[src/rtl/uart_tx_arbiter.sv]
// Round-robin arbiter sharing one UART transmitter between NUM_REQ byte producers.
// A grant lasts one packet (until a byte flagged last) or until the owner stalls TIMEOUT cycles.
module uart_tx_arbiter #(
   parameter int NUM_REQ = 2,
   parameter int TIMEOUT = 27000
) (
   input  logic                 i_clk,
   input  logic                 i_rst_n,
   input  logic [NUM_REQ-1:0]   i_req_valid,
   input  logic [NUM_REQ*8-1:0] i_req_data,
   input  logic [NUM_REQ-1:0]   i_req_last,
   output logic [NUM_REQ-1:0]   o_req_ready,
   output logic [NUM_REQ-1:0]   o_grant,
   output logic                 o_tx_start,
   output logic [7:0]           o_tx_data,
   input  logic                 i_tx_busy,
   output logic                 o_busy,
   output logic                 o_timeout,
   output logic [2:0]           o_dbg_state
);

   localparam int PW = (NUM_REQ > 1) ? $clog2(NUM_REQ) : 1;
   localparam int CW = (TIMEOUT > 1) ? $clog2(TIMEOUT) : 1;
   localparam logic [CW-1:0] CNT_MAX = CW'(TIMEOUT - 1);
   localparam logic [PW-1:0] PTR_RST = PW'(NUM_REQ - 1);

   typedef enum logic [2:0] {
      S_IDLE      = 3'd0,
      S_ACCEPT    = 3'd1,
      S_START     = 3'd2,
      S_WAIT_BUSY = 3'd3,
      S_WAIT_DONE = 3'd4,
      S_HOLD      = 3'd5
   } state_t;

   // Handshake: a requester holds valid high with data/last stable; the byte is taken at
   // the clock edge that ends the single cycle in which its o_req_ready bit is high.

   state_t               state_q, state_d;
   logic [PW-1:0]        ptr_q, ptr_d;
   logic [CW-1:0]        cnt_q, cnt_d;
   logic                 last_q, last_d;
   logic [NUM_REQ-1:0]   grant_q, grant_d;
   logic [NUM_REQ-1:0]   ready_q, ready_d;
   logic                 tx_start_q, tx_start_d;
   logic [7:0]           tx_data_q, tx_data_d;
   logic                 busy_q, busy_d;
   logic                 timeout_q, timeout_d;

   logic [7:0]           req_byte [NUM_REQ];
   logic                 found;
   logic [PW-1:0]        win;
   logic [PW-1:0]        cand;

   for (genvar k = 0; k < NUM_REQ; k++) begin : g_byte
      assign req_byte[k] = i_req_data[8*k +: 8];
   end

   always_comb begin
      state_d    = state_q;
      ptr_d      = ptr_q;
      cnt_d      = cnt_q;
      last_d     = last_q;
      grant_d    = grant_q;
      tx_data_d  = tx_data_q;
      timeout_d  = 1'b0;
      found      = 1'b0;
      win        = ptr_q;
      cand       = ptr_q;

      case (state_q)
         S_IDLE: begin
            // Search starts just after the previous owner so every requester gets a turn.
            for (int i = 1; i <= NUM_REQ; i++) begin
               cand = PW'((int'(ptr_q) + i) % NUM_REQ);
               if (!found && i_req_valid[cand]) begin
                  found = 1'b1;
                  win   = cand;
               end
            end
            if (found) begin
               ptr_d   = win;
               grant_d = NUM_REQ'(1) << win;
               state_d = S_ACCEPT;
            end
         end
         S_ACCEPT: begin
            tx_data_d = req_byte[ptr_q];
            last_d    = i_req_last[ptr_q];
            state_d   = S_START;
         end
         S_START: begin
            state_d = S_WAIT_BUSY;
         end
         S_WAIT_BUSY: begin
            if (i_tx_busy) state_d = S_WAIT_DONE;
         end
         S_WAIT_DONE: begin
            if (!i_tx_busy) begin
               if (last_q) begin
                  grant_d = '0;
                  state_d = S_IDLE;
               end else begin
                  cnt_d   = '0;
                  state_d = S_HOLD;
               end
            end
         end
         S_HOLD: begin
            // The owner's next byte beats an expiring timeout on the same cycle.
            if (i_req_valid[ptr_q]) begin
               state_d = S_ACCEPT;
            end else if (cnt_q >= CNT_MAX) begin
               timeout_d = 1'b1;
               grant_d   = '0;
               state_d   = S_IDLE;
            end else begin
               cnt_d = cnt_q + 1'b1;
            end
         end
         default: begin
            grant_d = '0;
            state_d = S_IDLE;
         end
      endcase

      ready_d    = (state_d == S_ACCEPT) ? grant_d : '0;
      tx_start_d = (state_d == S_START);
      busy_d     = (state_d != S_IDLE);
   end

   always_ff @(posedge i_clk or negedge i_rst_n) begin
      if (!i_rst_n) begin
         state_q    <= S_IDLE;
         ptr_q      <= PTR_RST;
         cnt_q      <= '0;
         last_q     <= 1'b0;
         grant_q    <= '0;
         ready_q    <= '0;
         tx_start_q <= 1'b0;
         tx_data_q  <= '0;
         busy_q     <= 1'b0;
         timeout_q  <= 1'b0;
      end else begin
         state_q    <= state_d;
         ptr_q      <= ptr_d;
         cnt_q      <= cnt_d;
         last_q     <= last_d;
         grant_q    <= grant_d;
         ready_q    <= ready_d;
         tx_start_q <= tx_start_d;
         tx_data_q  <= tx_data_d;
         busy_q     <= busy_d;
         timeout_q  <= timeout_d;
      end
   end

   assign o_req_ready = ready_q;
   assign o_grant     = grant_q;
   assign o_tx_start  = tx_start_q;
   assign o_tx_data   = tx_data_q;
   assign o_busy      = busy_q;
   assign o_timeout   = timeout_q;
   assign o_dbg_state = state_q;

endmodule

[config.mk]
export PLATFORM = sky130hd
export DESIGN_NAME = uart_tx_arbiter
export DESIGN_NICKNAME = d
export VERILOG_FILES = /design/src/rtl/uart_tx_arbiter.sv
export SDC_FILE = /design/constraint.sdc
export NUM_CORES = 1
export LEC_CHECK = 0
export ABC_AREA = 1
export BUFFER_PORTS_ARGS = -buffer_cell sky130_fd_sc_hd__buf_4
export CORE_ASPECT_RATIO = 1.75
export CORE_MARGIN = 2
export CORE_UTILIZATION = 45
export DETAILED_ROUTE_END_ITERATION = 10
export PLACE_DENSITY = 0.76
export SETUP_SLACK_MARGIN = 0.3
export SLEW_MARGIN = 25
export SYNTH_ARGS = -nofsm -noshare
export SYNTH_HDL_FRONTEND = slang
export SYNTH_SLANG_ARGS = --single-unit
[constraint.sdc]
create_clock -name i_clk -period 2.2 [get_ports i_clk]
set_input_delay 0.11 -clock i_clk [delete_from_list [all_inputs] [get_ports i_clk]]
set_output_delay 0.11 -clock i_clk [all_outputs]
set_load 0.05 [all_outputs]
==> reports/results.ini, run 1 <==
[pwr]
powerDensity_nw_per_um2 = 1480
static-leakage-power_nw = 1.25
ir_drop_uv = 836

[worst_setup_path]
crit_family = simple AND/OR/NAND/NOR gates
max_stage_delay_ns = 0.41
cp_common_cell = nor2_2
slowest_stage = dfrtp_1
crit_path_max_fanout = 14
crit_arrival_ns = 1.96
worstSetupPathType = register to register
crit_path_start_kind = register
end_kind = register
crit_buf_inv = 1
critPathRequiredTime_ns = 2.38
crit_chain = ha_1, nand2_2, nor2_2, nand2_1, nor2_1, nor2_2, nand3_1, o21ai_4, clkbuf_16, o21ai_1

[global_routing]
grt_max_degree = 36
grt_overflow = 0
grt.total_usage = 0.196
grt_first_pass_wirelength_um = 8070
grt_pass1_vias = 1906
antenna_found_initial = 0

[sta]
rsz0062_at_grt = false
post-route-min-period_ns = 1.78
max-slew-margin-rel = 0.704
setup-tns-final_ns = 0
worst_slew_pin_slew_ns = 0.443
setup_ws_ns = 0.416
hold_viol = 0
max_freq_ghz = 0.561
setup_viol = 0
drv_slew = 0
skew_ns = 0.00684
hold_slack_ns = 0.0700
fin_crit_sh = 0.811

[floorplan]
rows = 32
fp.dieH_um = 93.6
top_level_ports = 41
die_w_um = 55.2
initial_core_util = 0.469
dieArea_um2 = 5170
core_area_um2 = 4400

[clock_network]
cts_tree = yes
cts_root_buffer = clkbuf_8
insertion_delay_ns = 0.29
clk_pin_slew_worst_paths_ns = 0.07
cts_sinks = 35
htreeDepth = 2
cts_buffers = 5
clk_path_buf_depth = 2

[logic_synthesis]
synthCells = 275
yosysSeqAreaShare = 0.425
synth_enable_flop_cells = 0
yosysMostFrequentCell = nand2_1
ys_top_cells_by_count = nand2_1 (66), inv_1 (38), dfrtp_1 (34)
synth.distinct_cells = 31
syn_area_per_cell_um2 = 7.51
synth.cell_area_um2 = 2070
synth.area.top_cells = dfrtp_1 (41%), nand2_1 (12%), inv_1 (6.9%)
synth_seq_cells = 35
ys_warn_count = 0
synth_top_area_share = 0.412
yosys.area.top_type = dfrtp_1
synthesis.nets = 299
ys.flop_type = dfrtp_1
async_flop_share = 1.00

[drt]
avgRoutedWirePerCell_um = 12.9
drtIter0Drc = 36
drc = 0
vias = 1908
routed_wl_um = 4790
ant_nets = 0
first_pass_iters = 4
via_per_inst = 5.13

[cells_and_area]
drive_gt1_frac = 0.243
antenna_cells = 0
fill_cells = 426
nNetsFinal = 344
syn_to_final_growth_pct = 24.0

[hold_path]
hold_class = input port to register

[placement]
portBuffers = 40
gp_congestion = 1.03
hpwl_um = 3480
dp_worst_setup_slack_ns = 0.451

[run]
max_cap_violations = 0

[status]
status = finished clean

## repair_timing
action                                  in CTS  in global routing
gates resized for setup                      0                  5
hold buffers                                 1                  0
setup buffers                                0                  1
hold endpoints to repair                    34                  0
endpoints found under the setup margin       0                  4
## layout make-up
type                    instances  area [µm²]  share of cell area
clock inverters                 1        5.00             0.00195
well taps                      51        63.8              0.0249
clock buffers                   7        76.3              0.0298
multi-input cells             188         992               0.387
inverters                      44         165              0.0645
flip-flops and latches         35         881               0.344
repair buffers                 46         378               0.148
## kinds of logic (layout without fill, tap and decap cells)
| family | after synthesis | count (layout) | share of synthesized area |
|---|---|---|---|
| AO/OA/AOI/OAI | 42 | 42 | 0.137 |
| XOR/XNOR | 11 | 11 | 0.0466 |
| adder cells (fa/ha/maj) | 1 | 1 | 0.00606 |
| buffers and inverters | 52 | 98 | 0.106 |
| flip-flops | 35 | 35 | 0.425 |
| multiplexers | 1 | 1 | 0.00485 |
| AND/OR/NAND/NOR | 133 | 133 | 0.275 |
## state kept, by name (all words and copies together), names as in the netlist
register     flops
cnt_q           15
last_q           1
o_busy           1
o_dbg_state      3
o_grant          2
o_req_ready      2
o_timeout        1
o_tx_data        8
o_tx_start       1
ptr_q            1
## report_power, final
group | switching, mW | internal (mW) | total [mW]
logic | 1.32 | 0.703 | 2.02
clock network | 0.237 | 0.222 | 0.459
registers | 0.341 | 0.960 | 1.30
## final timing paths
check                      slack [ns]  cells past startpoint           from            to
hold reg to reg                  0.49                      1   o_tx_data[5]  o_tx_data[5]
setup reg to reg                 0.42                     10       cnt_q[0]      cnt_q[1]
max in group asynchronous        1.56                      2        i_rst_n         ptr_q
min in group asynchronous        0.31                      2        i_rst_n      cnt_q[7]
setup / recovery                 0.42                     10       cnt_q[0]      cnt_q[1]
hold / removal                   0.07                      3  i_req_last[0]        last_q
## cell usage in the layout, fill, tap and decap left out, drive strengths merged
master,count
nand3b,1
nor2,33
a21boi,1
buf,44
nor3b,1
dfstp,1
clkinv,1
a31oi,1
o21ai,28
xor2,11
nand4,2
nor3,10
nand2,67
ha,1
dfrtp,34
o211ai,3
mux2i,1
nand3,19
o21a,8
a21oi,1
clkbuf,8
inv,44
dlygate4sd3,1
## layer usage
| layer | share of wire | GRT usage | wire (µm) | vias up |
|---|---|---|---|---|
| met1 | 0.38 | 0.191 | 1800 | 890 |
| met3 | 0.027 | 0.0263 | 131 | 18 |
| met5 | 0 | 0 | 0 | - |
| met4 | 0.034 | 0.110 | 165 | 0 |
| met2 | 0.56 | 0.382 | 2690 | 47 |
| li1 | - | - | - | 953 |
## per-stage QoR
stage | instance area [µm²] | power, mW | utilization | cells
global route | 2560 | 4.06 | 0.582 | 372
detailed placement | 2420 | 3.27 | 0.549 | 361
CTS | 2510 | 3.75 | 0.569 | 370
floorplan | 2070 | 2.71 | - | 275
global placement | 2420 | 3.23 | 0.549 | 361
finish | 2560 | 3.78 | 0.582 | 372
## worst register-to-register path, cell delays in order (launching register included)
cell and delay (ns):
dfrtp_1 0.41, ha_1 0.25, nand2_2 0.11, nor2_2 0.05, nand2_1 0.05, nor2_1 0.04, nor2_2 0.09, nand3_1 0.12
o21ai_4 0.24, clkbuf_16 0.23, o21ai_1 0.07
Power figures use the tool's default switching activity.
==> run 2: changes to the inputs <==
--- a/config.mk
+++ b/config.mk
@@ -11,7 +11,7 @@
 export CORE_MARGIN = 2
 export CORE_UTILIZATION = 45
 export DETAILED_ROUTE_END_ITERATION = 10
-export PLACE_DENSITY = 0.76
+export PLACE_DENSITY = 0.79
 export SETUP_SLACK_MARGIN = 0.3
 export SLEW_MARGIN = 25
 export SYNTH_ARGS = -nofsm -noshare
==> constraint.sdc (replaced) <==
create_clock -name i_clk -period 1.6 [get_ports i_clk]
set_input_delay 0.08 -clock i_clk [delete_from_list [all_inputs] [get_ports i_clk]]
set_output_delay 0.08 -clock i_clk [all_outputs]
set_load 0.05 [all_outputs]
==> reports/results.ini, run 2 (synthesis gave the netlist of run 1 again) <==
[drt]
first_pass_iters = 4  ; unchanged
avgRoutedWirePerCell_um = 14.7  ; +14%
route.met3.wl_um = 290  ; +120%
drt-met1-wl_um = 2030  ; +13%
vias = 2107  ; +10%
wl_met2_um = 3260  ; +21%
ant_nets = 0  ; unchanged
routed_wl_um = 5890  ; +23%
via_per_inst = 5.25  ; +2.4%
drc = 0  ; unchanged
routed.top_layer = met4
drtIter0Drc = 51  ; +42%

[clock_network]
htreeDepth = 2  ; unchanged
insertion_delay_ns = 0.30  ; about the same
cts_buffers = 5  ; unchanged
cts_tree = yes
cts_sinks = 35  ; unchanged
clk_path_buf_depth = 2  ; unchanged
cts_root_buffer = clkbuf_8
clk_pin_slew_worst_paths_ns = 0.08  ; about the same

[placement]
gp_congestion = 0.957  ; -7.3%
portBuffers = 40  ; unchanged
dp_cells = 382  ; +5.8%
hpwl_um = 3850  ; +11%

[cells_and_area]
largest_reg_flops = 15  ; unchanged
final_common_cell = buf_4
antenna_cells = 0  ; unchanged
final_util = 0.679  ; +0.0972
syn_to_final_growth_pct = 44.7
final_cell_mix = buf_4 (65), nand2_1 (47), inv_1 (37)
fin_cells = 401  ; +7.8%
drive_gt1_frac = 0.409  ; +0.166
nNetsFinal = 373  ; +8.4%
regMostFlops = cnt_q

[sta]
drv_slew = 0  ; unchanged
setup_ws_ns = -0.129  ; -0.545 ns
rsz0062_at_grt = true
setup_viol = 17  ; +17
max-slew-margin-rel = 0.699  ; -0.00583
max_freq_ghz = 0.579  ; +3.2%
hold_viol = 0  ; unchanged
post-route-min-period_ns = 1.73  ; -0.0554 ns
worst_slew_pin_slew_ns = 0.452  ; +0.00875 ns
skew_ns = 0.00224  ; -0.00460 ns
fin_crit_sh = 1.08  ; +0.269

[global_routing]
grt.total_usage = 0.224  ; +0.0286
antenna_found_initial = 0  ; unchanged
grt_first_pass_wirelength_um = 8980  ; +11%
grt_pass1_vias = 2036  ; +6.8%
grt_max_degree = 36  ; unchanged
grt_overflow = 0  ; unchanged

[pwr]
powerDensity_nw_per_um2 = 1980  ; +34%
static-leakage-power_nw = 1.47  ; +17%
power_mw = 5.93  ; +57%
ir_drop_uv = 1490  ; +78%

[worst_setup_path]
crit_path_start_kind = register
slowest_stage = dfrtp_1
max_stage_delay_ns = 0.42  ; about the same
crit_family = simple AND/OR/NAND/NOR gates
end_kind = register
worstSetupPathType = register to register
crit_buf_inv = 2  ; +1
worst-r2r-cell-count = 11  ; +1
crit_chain = nor2_4, nand2_1, nand2_1, nand2_1, nor2_2, nand3_2, o21ai_4, buf_6, buf_12, nand3_2, o21ai_2
crit_path_max_fanout = 5  ; -9
cp_common_cell = nand2_1
crit_cells = 11  ; +1
crit_arrival_ns = 1.96  ; about the same
critPathRequiredTime_ns = 1.83  ; -0.55 ns

[floorplan]
dieArea_um2 = 5170  ; unchanged
initial_core_util = 0.469  ; unchanged
top_level_ports = 41  ; unchanged
die_w_um = 55.2  ; unchanged
fp.dieH_um = 93.6  ; unchanged
rows = 32  ; unchanged
core_area_um2 = 4400  ; unchanged

[hold_path]
hold_depth = 3  ; unchanged
hold_class = input port to register

[run]
max_cap_violations = 0  ; unchanged

[status]
violations = negative setup slack
status = finished, violations left

## run 2: path summary, 6_finish.rpt
kind                                end     startpoint  slack (ns)
max                           cnt_q[13]       cnt_q[9]       -0.13
min                              last_q  i_req_last[0]        0.02
max reg2reg                   cnt_q[13]       cnt_q[9]       -0.13
min reg2reg                o_tx_data[3]   o_tx_data[3]        0.49
max in group asynchronous         ptr_q        i_rst_n        0.98
min in group asynchronous     cnt_q[10]        i_rst_n        0.27
## run 2: timing repair
action | 4_1_cts | 5_1_grt
pin swaps | 3 | 4
buffers inserted | 5 | 2
gates resized for setup | 22 | 18
endpoints found under the hold margin | 34 | 0
setup endpoints to repair | 23 | 25
hold buffers | 1 | 0
gates cloned | 1 | 2
## run 2: area by class of cell
cell class                      instances  area, µm²
Clock inverter                          3       20.0
Clock buffer                            5       68.8
Sequential cell                        35        881
Multi-Input combinational cell        188       1130
Timing Repair Buffer                   75        656
Fill cell                             340       1420
Tap cell                               51       63.8
Inverter                               44        165
## run 2: power by group
group          switching [mW]  internal, mW
clock                   0.366         0.303
combinational            2.22          1.37
sequential              0.358          1.32
total                    2.94          2.99
## run 2: stage by stage
stage	setup slack [ns]	TNS, ns	cell area (µm²)	hold WS, ns
after floorplan	0.0277	0	2100	-0.216
after global placement	0.0388	0	2600	0.0654
after detailed placement	-0.0190	-0.0764	2600	0.0685
after CTS	-0.0281	-0.230	2850	0.0260
after global routing	-0.222	-3.19	2990	0.0579
final	-0.129	-1.54	2990	0.0195
## run 2: layer usage
metal / vias to the layer above / track usage
li1: 1014 / -
met1: 981 / 0.213
met2: 90 / 0.429
met3: 22 / 0.0498
met4: 0 / 0.130
met5: - / 0
## run 2: worst min-delay path: cells and delay by family
family	cells	cell delay, ns
AO/OA/AOI/OAI	2	0.12
buffers and inverters	1	0.07
==> run 3: changes to the inputs <==
--- a/config.mk
+++ b/config.mk
@@ -9,9 +9,9 @@
 export BUFFER_PORTS_ARGS = -buffer_cell sky130_fd_sc_hd__buf_4
 export CORE_ASPECT_RATIO = 1.75
 export CORE_MARGIN = 2
-export CORE_UTILIZATION = 45
+export CORE_UTILIZATION = 49
 export DETAILED_ROUTE_END_ITERATION = 10
-export PLACE_DENSITY = 0.79
+export PLACE_DENSITY = 0.84
 export SETUP_SLACK_MARGIN = 0.3
 export SLEW_MARGIN = 25
 export SYNTH_ARGS = -nofsm -noshare
==> reports/results.ini, run 3 (synthesis gave the netlist of run 1 again) <==
[global_routing]
grt_pass1_vias = 2075  ; +1.9%
grt.total_usage = 0.243  ; +0.0186
grt_first_pass_wirelength_um = 8720  ; -2.8%
grt_overflow = 0  ; unchanged
grt_max_degree = 36  ; unchanged
antenna_found_initial = 0  ; unchanged

[cells_and_area]
nNetsFinal = 376  ; +0.80%
final_cell_area_um2 = 2970  ; -0.54%
regMostFlops = cnt_q
drive_gt1_frac = 0.408  ; -0.000639
largest_reg_flops = 15  ; unchanged
final_common_cell = buf_4
syn_to_final_growth_pct = 43.9
fin_cells = 402  ; +0.25%
antenna_cells = 0  ; unchanged
final_cell_mix = buf_4 (68), nand2_1 (53), inv_1 (37)

[clock_network]
htreeDepth = 2  ; unchanged
clk_path_buf_depth = 2  ; unchanged
cts_sinks = 35  ; unchanged
clk_pin_slew_worst_paths_ns = 0.08  ; about the same
cts_tree = yes
cts_root_buffer = clkbuf_8
cts_buffers = 5  ; unchanged
insertion_delay_ns = 0.30  ; about the same

[worst_setup_path]
rr_endpoint = cnt_q[13]
slowest_stage = dfrtp_1
worstSetupPathType = register to register
crit_path_start_kind = register
crit_path_max_fanout = 7  ; +2
r2r_slack_ns = -0.16  ; -0.03 ns
crit_chain = buf_4, nand3_1, nand2_1, nand3_4, nand3_2, o21ai_4, buf_12, buf_12, nand3_2, o21ai_1
crit_buf_inv = 3  ; +1
reg2reg_from = cnt_q[0]
crit_family = simple AND/OR/NAND/NOR gates
crit_arrival_ns = 1.98  ; +0.02 ns
end_kind = register
crit_end = cnt_q[13]
crit_cells = 10  ; -1
critPathRequiredTime_ns = 1.82  ; about the same
startpoint = cnt_q[0]
max_stage_delay_ns = 0.39  ; -0.03 ns
worst-r2r-cell-count = 10  ; -1

[sta]
rsz0062_at_grt = true
drv_slew = 0  ; unchanged
setup_viol = 21  ; +4
max_freq_ghz = 0.569  ; -1.7%
hold_slack_ns = 0.0258  ; +0.00633 ns
fin_crit_sh = 1.10  ; +0.0190
skew_ns = 0.0107  ; +0.00844 ns
worst_slew_pin_slew_ns = 0.444  ; -0.00787 ns
hold_viol = 0  ; unchanged
post-route-min-period_ns = 1.76  ; +0.0304 ns
setup_ws_ns = -0.159  ; -0.0304 ns
max-slew-margin-rel = 0.704  ; +0.00525

[drt]
drc = 0  ; unchanged
drtIter0Drc = 108  ; +110%
ant_nets = 0  ; unchanged
via_per_inst = 5.49  ; +4.4%
first_pass_iters = 4  ; unchanged
routed_wl_um = 6290  ; +6.7%
avgRoutedWirePerCell_um = 15.6  ; +6.5%
vias = 2206  ; +4.7%

[placement]
place_area_um2 = 2580  ; -0.86%
gp_congestion = 0.958  ; +0.10%
dp_cells = 379  ; -0.79%
hpwl_um = 3870  ; +0.63%
portBuffers = 40  ; unchanged

[run]
max_cap_violations = 0  ; unchanged

[pwr]
power_frac_seq = 0.281  ; -0.002
p_int_mw = 3.07  ; +2.5%
static-leakage-power_nw = 1.46  ; -0.44%
switching_power_mw = 3.01  ; +2.5%
ir_drop_uv = 1670  ; +12%
p_clk_frac = 0.105  ; -0.008
switching_share = 0.495  ; about the same
powerDensity_nw_per_um2 = 2040  ; +3.1%
comb_power_share = 0.615  ; +0.010

[status]
violations = negative setup slack
status = finished, violations left

[floorplan]
top_level_ports = 41  ; unchanged
initial_core_util = 0.502  ; +0.0334
die_w_um = 53.1  ; -3.9%
dieArea_um2 = 4770  ; -7.7%
core_area_um2 = 4110  ; -6.6%
rows = 31  ; -3.1%
fp.dieH_um = 89.9  ; -4.0%

[hold_path]
hold_class = input port to register

run 3: cell count changes in the layout (fill, tap and decap cells not counted), moves of 2 or more:
cell and delta:
nand2_1 +6, nand3_2 +2, buf_6 +2, nor2_2 +2, nor3_2 +2, nand2_2 -5
nor2_1 -2, buf_4 +3
run 3: metrics by stage:
step	total power, mW	TNS (ns)	setup slack [ns]	util
final	6.08	-2.25	-0.159	0.723
after global routing	6.45	-4.72	-0.367	0.723
after CTS	5.57	-0.147	-0.0367	0.667
after detailed placement	4.83	-0.171	-0.0450	0.628
after global placement	4.73	0	0.0351	0.628
after floorplan	3.80	0	0.0277	-
run 3: what timing repair did:
action,in CTS,in global routing
setup buffers,3,9
hold endpoints to repair,34,0
pin swaps,4,11
gates resized for setup,12,29
hold buffers,1,0
gates cloned,0,2
setup endpoints to repair,23,32
run 3: worst min-delay path by stage:
stage	from	slack, ns	cells past startpoint	end
floorplan	i_rst_n	-0.22	0	cnt_q[0]
global placement	i_rst_n	0.06	1	cnt_q[4]
detailed placement	i_rst_n	0.06	1	cnt_q[4]
CTS	i_req_last[0]	0.03	3	last_q
global route	i_req_last[0]	0.05	3	last_q
finish	i_req_last[0]	0.03	3	last_q
run 3: power by group through the flow:
stage | registers [mW] | logic [mW] | clock network [mW]
final | 1.71 | 3.74 | 0.637
after floorplan | 2.34 | 1.46 | 0
after global routing | 1.76 | 4.01 | 0.680
after global placement | 1.67 | 3.06 | 0
after detailed placement | 1.69 | 3.13 | 0
after CTS | 1.68 | 3.25 | 0.641
run 3: tightest hold or removal path, cell delays in order:
cell      delay, ns
buf_4          0.08
o211ai_1       0.06
o21ai_0        0.06
run 3: cell type report:
cell class,instances,area (µm²)
clock buffer,6,72.6
clock inverter,2,12.5
fill,314,1140
inverter,44,165
multi-input combinational,188,1130
sequential,35,881
tap,49,61.3
timing repair buffer,78,653
run 3: per-layer routing:
metal	up-vias	track usage	wire length [µm]
met4	0	0.120	331
li1	1022	-	-
met2	99	0.451	3490
met1	1054	0.244	2200
met5	-	0	0
met3	31	0.0365	265
